==> src/rtl/sift_offset_refine.sv <==
// Sub-pixel keypoint offset -N/det with one shared restoring divider.
// Components x, y, s are divided in turn, then signed, saturated and flagged.
module sift_offset_refine #(
    parameter int FRAC_BITS = 8,
    parameter int DET_W     = 27,
    parameter int OUT_W     = 12
) (
    input  logic             iclk,
    input  logic             irst_n,
    input  logic             ivalid,
    output logic             oready,
    input  logic [18:0]      idata11,
    input  logic [18:0]      idata21,
    input  logic [18:0]      idata31,
    input  logic [DET_W-1:0] idet,
    output logic             ovalid,
    input  logic             iready,
    output logic [OUT_W-1:0] ooffset_x,
    output logic [OUT_W-1:0] ooffset_y,
    output logic [OUT_W-1:0] ooffset_s,
    output logic             okeep
);

    localparam int ITER = 19 + FRAC_BITS;
    localparam int DW   = 19 + FRAC_BITS;
    localparam int CW   = $clog2(ITER);
    localparam logic [CW-1:0] LAST = CW'(ITER - 1);
    localparam logic [OUT_W-2:0] MAXM = '1;
    localparam logic [OUT_W-2:0] HALF =
        {{(OUT_W-1-FRAC_BITS){1'b0}}, 1'b1, {(FRAC_BITS-1){1'b0}}};

    typedef enum logic [1:0] {
        IDLE,
        DIV,
        FIN,
        DONE
    } state_t;

    state_t state, state_nxt;

    logic [CW-1:0]    cnt;
    logic [1:0]       comp;
    logic [DET_W:0]   rem;
    logic [DW-1:0]    quo;
    logic [DW-1:0]    qx, qy, qs;
    logic [18:0]      my, ms;
    logic             sx, sy, ss;
    logic             dneg, dzero;
    logic [DET_W-1:0] dabs;

    function automatic logic [18:0] mag19(input logic [18:0] v);
        return v[18] ? ~v + 19'd1 : v;
    endfunction

    function automatic logic [DET_W-1:0] magd(input logic [DET_W-1:0] v);
        return v[DET_W-1] ? ~v + DET_W'(1) : v;
    endfunction

    function automatic logic [OUT_W-2:0] sat(input logic [DW-1:0] q);
        return (q > DW'(MAXM)) ? MAXM : q[OUT_W-2:0];
    endfunction

    // Offset is -N/det, so equal operand signs give a negative result.
    function automatic logic [OUT_W-1:0] signed_out(
        input logic [OUT_W-2:0] m,
        input logic             sn,
        input logic             sd
    );
        return (sn == sd && m != '0) ? -{1'b0, m} : {1'b0, m};
    endfunction

    // One restoring step: shift in the next dividend bit, subtract if it fits.
    logic [DET_W:0] rem_sh, rem_sub;
    logic           ge;
    logic [DW-1:0]  quo_nxt;

    always_comb begin
        rem_sh  = {rem[DET_W-1:0], quo[DW-1]};
        ge      = rem[DET_W] | (rem_sh >= {1'b0, dabs});
        rem_sub = rem_sh - {1'b0, dabs};
        quo_nxt = {quo[DW-2:0], ge};
    end

    logic [OUT_W-2:0] mx, my_s, ms_s;
    logic             keep_nxt;

    always_comb begin
        mx       = sat(qx);
        my_s     = sat(qy);
        ms_s     = sat(qs);
        keep_nxt = !dzero && mx <= HALF && my_s <= HALF && ms_s <= HALF;
    end

    always_comb begin
        state_nxt = state;
        unique case (state)
            IDLE: if (ivalid) state_nxt = (idet == '0) ? FIN : DIV;
            DIV:  if (cnt == LAST && comp == 2'd2) state_nxt = FIN;
            FIN:  state_nxt = DONE;
            DONE: if (iready) state_nxt = IDLE;
            default: state_nxt = IDLE;
        endcase
    end

    always_ff @(posedge iclk) begin
        if (!irst_n) state <= IDLE;
        else         state <= state_nxt;
    end

    always_ff @(posedge iclk) begin
        if (!irst_n) begin
            cnt       <= '0;
            comp      <= '0;
            rem       <= '0;
            quo       <= '0;
            qx        <= '0;
            qy        <= '0;
            qs        <= '0;
            my        <= '0;
            ms        <= '0;
            sx        <= 1'b0;
            sy        <= 1'b0;
            ss        <= 1'b0;
            dneg      <= 1'b0;
            dzero     <= 1'b0;
            dabs      <= '0;
            ooffset_x <= '0;
            ooffset_y <= '0;
            ooffset_s <= '0;
            okeep     <= 1'b0;
        end else begin
            unique case (state)
                IDLE: if (ivalid) begin
                    my    <= mag19(idata21);
                    ms    <= mag19(idata31);
                    sx    <= idata11[18];
                    sy    <= idata21[18];
                    ss    <= idata31[18];
                    dneg  <= idet[DET_W-1];
                    dzero <= (idet == '0);
                    dabs  <= magd(idet);
                    comp  <= '0;
                    cnt   <= '0;
                    rem   <= '0;
                    quo   <= {mag19(idata11), {FRAC_BITS{1'b0}}};
                end
                DIV: begin
                    if (cnt == LAST) begin
                        case (comp)
                            2'd0:    qx <= quo_nxt;
                            2'd1:    qy <= quo_nxt;
                            default: qs <= quo_nxt;
                        endcase
                        cnt  <= '0;
                        rem  <= '0;
                        comp <= comp + 2'd1;
                        quo  <= {(comp == 2'd0) ? my : ms, {FRAC_BITS{1'b0}}};
                    end else begin
                        cnt <= cnt + CW'(1);
                        rem <= ge ? rem_sub : rem_sh;
                        quo <= quo_nxt;
                    end
                end
                FIN: begin
                    ooffset_x <= dzero ? '0 : signed_out(mx, sx, dneg);
                    ooffset_y <= dzero ? '0 : signed_out(my_s, sy, dneg);
                    ooffset_s <= dzero ? '0 : signed_out(ms_s, ss, dneg);
                    okeep     <= keep_nxt;
                end
                default: ;
            endcase
        end
    end

    assign ovalid = (state == DONE);
    assign oready = (state == IDLE);

endmodule

==> config.mk <==
export PLATFORM = sky130hd
export DESIGN_NAME = sift_offset_refine
export DESIGN_NICKNAME = d
export VERILOG_FILES = /design/src/rtl/sift_offset_refine.sv
export SDC_FILE = /design/constraint.sdc
export NUM_CORES = 1
export LEC_CHECK = 0
export CELL_PAD_IN_SITES_DETAIL_PLACEMENT = 1
export CELL_PAD_IN_SITES_GLOBAL_PLACEMENT = 2
export CORE_UTILIZATION = 34
export DETAILED_ROUTE_END_ITERATION = 7
export PLACE_DENSITY = 0.89
export SLEW_MARGIN = 30
export SYNTH_ARGS = -nofsm -noshare
export SYNTH_HDL_FRONTEND = slang
export SYNTH_SLANG_ARGS = --single-unit
==> constraint.sdc <==
create_clock -name iclk -period 3.9 [get_ports iclk]
set_clock_uncertainty 0.1 [all_clocks]
set_input_delay 0.78 -clock iclk [delete_from_list [all_inputs] [get_ports iclk]]
set_output_delay 0.78 -clock iclk [all_outputs]
set_load 0.02 [all_outputs]
==> impl_results.md <==
* Post_cts resized at 0
* # diodes at 0
* Final Critical Period at 3742 ps
* Leakage power at 6.196 nW
* Die Ht at 202.9 um
* Synth unique cells at 65
* Setup TNS at 0 ps
* DRT Wirelength at 42740 um
* Postcts setup bufs at 0
* DR vias at 12980
* Max-slew headroom at 44.15%
* Initial Util at 34.53%
* Root buffer cell: clkbuf_16
* Critical Path AT at 4090 ps
* Syn Nets at 1922
* Ys async rst share at 0%
* Vias per cell at 5.348
* Mapped Avg Cell Area at 7.665 um2
* Clock slew seen by the registers of the worst setup and hold paths at 60 ps
* Top FF cell, synth: dfxtp_1
* Hold Buf Count CTS at 0
* Post-route ant nets at 0
* Max rail drop VDD at 0.3075 mV
* Synth cell count leaders: 339 x nand2_1, 252 x dfxtp_1, 187 x a21oi_1
* Grt ovf at 0
* Reg-to-reg startpoint: qs[13]
* RSZ-0062 raised after global routing: no
* H-tree Lvls at 1
* Final setup viols at 0
* Hold endpoint: ooffset_y[6]
* Register area at 5045 um2
* Synth Warn # at 0
* Nets at 2011
* Most frequent cell after synthesis: nand2_1
* Crit Path Class: reg -> reg
* Initial antenna violation count at 0
* Fillcell total at 4802
* Worst min path class: reg -> reg
* Fin crit share at 95.96%
* Core Area at 39730 um2
* TritonCTS Sinks at 252
* Tightest Pin Transition at 837.1 ps
* Fin. max-slew vios at 0
* Final design utilization at 41.74%
* Crit. End Element: flip-flop
* Critical R2R Capture: ooffset_s[10]
* Hold-critical path depth at 2
* Status: finished clean
* IO Pins at 127
* CTS Buffer Depth at 3
* Die area at 41160 um2
* Number of flops mapped to enable cells by yosys at 0
* Synth Register Bits at 252
* Power Dens Cells at 520.2 nW/um2
* Vias in the first global route at 13190
* Share of cells above drive strength 1 at 5.471%
* First-pass GRT wire length at 69090 um
* Pre-antenna DRT Iters at 4
* Pre-CTS WS at 87.07 ps
* FMAX at 0.2672 GHz
* Die X at 202.9 um
* Synth Instances at 1790
* Multi-input gate area at 8077 um2
* Reg2reg setup slack at 160 ps
* # DRC at 0
* Routability cong. at 0.8401
* Largest net degree at the start of global routing at 104
* GRT Total Usage at 20.38%
* PortBufs at 126
* Setup WS post-layout at 157.7 ps
* Crit-path max FO at 4
* Worst setup SP type: flip-flop
* Synth-to-layout area growth at 20.88%
* Ranking of synthesized cells by area: dfxtp_1 37%, nand2_1 9.3%, a21oi_1 6.8%
* Number of max-cap violations at 0
* WL/cell at 17.62 um
* Sequential element share of the synthesized area at 36.77%
* R2R cell count at 11
* Worst path required time at 4250 ps
* Post-DP HPWL at 31370 um
* Final Hold Fails at 0
* Yosys top cell by area: dfxtp_1
* Num CTS Buffers at 29
* Rows at 73
* Drt initial violations at 642
* Clk Latency, worst-skew pair at 560 ps
* Area share of the largest cell type after synthesis at 36.77%
* CTS tree: built
* Min-delay src: ooffset_y[6]
* Mapped Area at 13720 um2
critical path, cell delays in order, from the launching register on:
cell and delay (ps):
dfxtp_1 310, nor4_1 360, nand4_1 340, nor2_1 270
ha_1 200, or3b_2 470, or3_1 370, or3_1 370
o41ai_1 340, mux2i_1 240, a21oi_1 90, a21o_1 180
per-stage QoR:
step | total power, W | area (um2) | hold WS (ps) | cells
2_1_floorplan | 0.004867 | 13720 | 327.2 | 1790
3_3_place_gp | 0.005713 | 15570 | 337.6 | 2373
3_5_place_dp | 0.005788 | 15570 | 344.1 | 2373
4_1_cts | 0.008705 | 16580 | 354.0 | 2426
5_1_grt | 0.009141 | 16590 | 372.9 | 2426
6_report | 0.008628 | 16590 | 348.5 | 2426
how the worst max path moves through the flow:
stage | start | endpoint | cells after the start
finish | qs[13] | ooffset_s[10] | 11
global route | qs[18] | ooffset_s[10] | 11
CTS | qs[13] | ooffset_s[10] | 11
detailed placement | idata31[5] | ms[16] | 8
global placement | idata31[5] | ms[16] | 8
floorplan | qs[21] | ooffset_s[10] | 12
area by class of cell:
cell class / count / area share, %
inverter: 61 / 1.411
clock buffer: 41 / 5.009
sequential: 252 / 30.42
timing repair buffer: 161 / 9.415
multi-input combinational: 1374 / 48.69
tap: 525 / 3.960
clock inverter: 12 / 1.094
power by group:
group          internal [W]  switching [W]
registers           0.00284       0.000290
clock network       0.00175        0.00113
logic              0.000984        0.00164
flip-flops by register name, summed over array words and instances, names as in the netlist, 5 cells and up:
| signal | flops |
|---|---|
| rem | 28 |
| qy | 27 |
| quo | 27 |
| qx | 27 |
| ms | 19 |
| qs | 27 |
| cnt | 5 |
| ooffset_s | 12 |
| ooffset_x | 12 |
| my | 19 |
| dabs | 27 |
| ooffset_y | 12 |
metal layers:
layer  share of wire [%]  wire (um)  global-route usage, %  up-vias
met3                 3.7       1576                  2.504       59
met4                 1.8        778                  4.941        0
met2                  46      19760                  34.47      209
met5                   0          0                      0        -
li1                    -          -                      -     6488
met1                  48      20630                  27.39     6219
placed cells by master (no fill, tap or decap), types with 8 or more instances in the layout:
master / n
a21oi_1: 186
nand3_1: 31
o21ai_0: 117
xor2_1: 61
nor2b_1: 15
clkbuf_16: 29
ha_1: 43
a21o_1: 15
inv_1: 59
nor3_1: 27
or4_1: 9
or3_1: 19
o211ai_1: 32
a211oi_1: 58
o41ai_1: 10
a22o_1: 8
nand2b_1: 20
xnor2_1: 42
nand4_1: 13
buf_4: 32
a31oi_1: 9
nor2_1: 138
clkdlybuf4s50_1: 126
nand2_1: 339
nor4_1: 28
mux2i_1: 45
o31ai_1: 28
dfxtp_1: 252
logic make-up (layout without fill, tap and decap cells):
logic type	after synthesis	count (layout)	synth area share, %
multiplexers	45	45	3.283
flip-flops	252	252	36.77
AND/OR/NAND/NOR	673	673	21.86
buffers and inverters	164	275	4.587
XOR/XNOR	103	103	6.575
AO/OA/AOI/OAI	509	509	22.86
adder cells (fa/ha/maj)	44	44	4.067
Note: power is estimated with default switching activity, not from simulation.
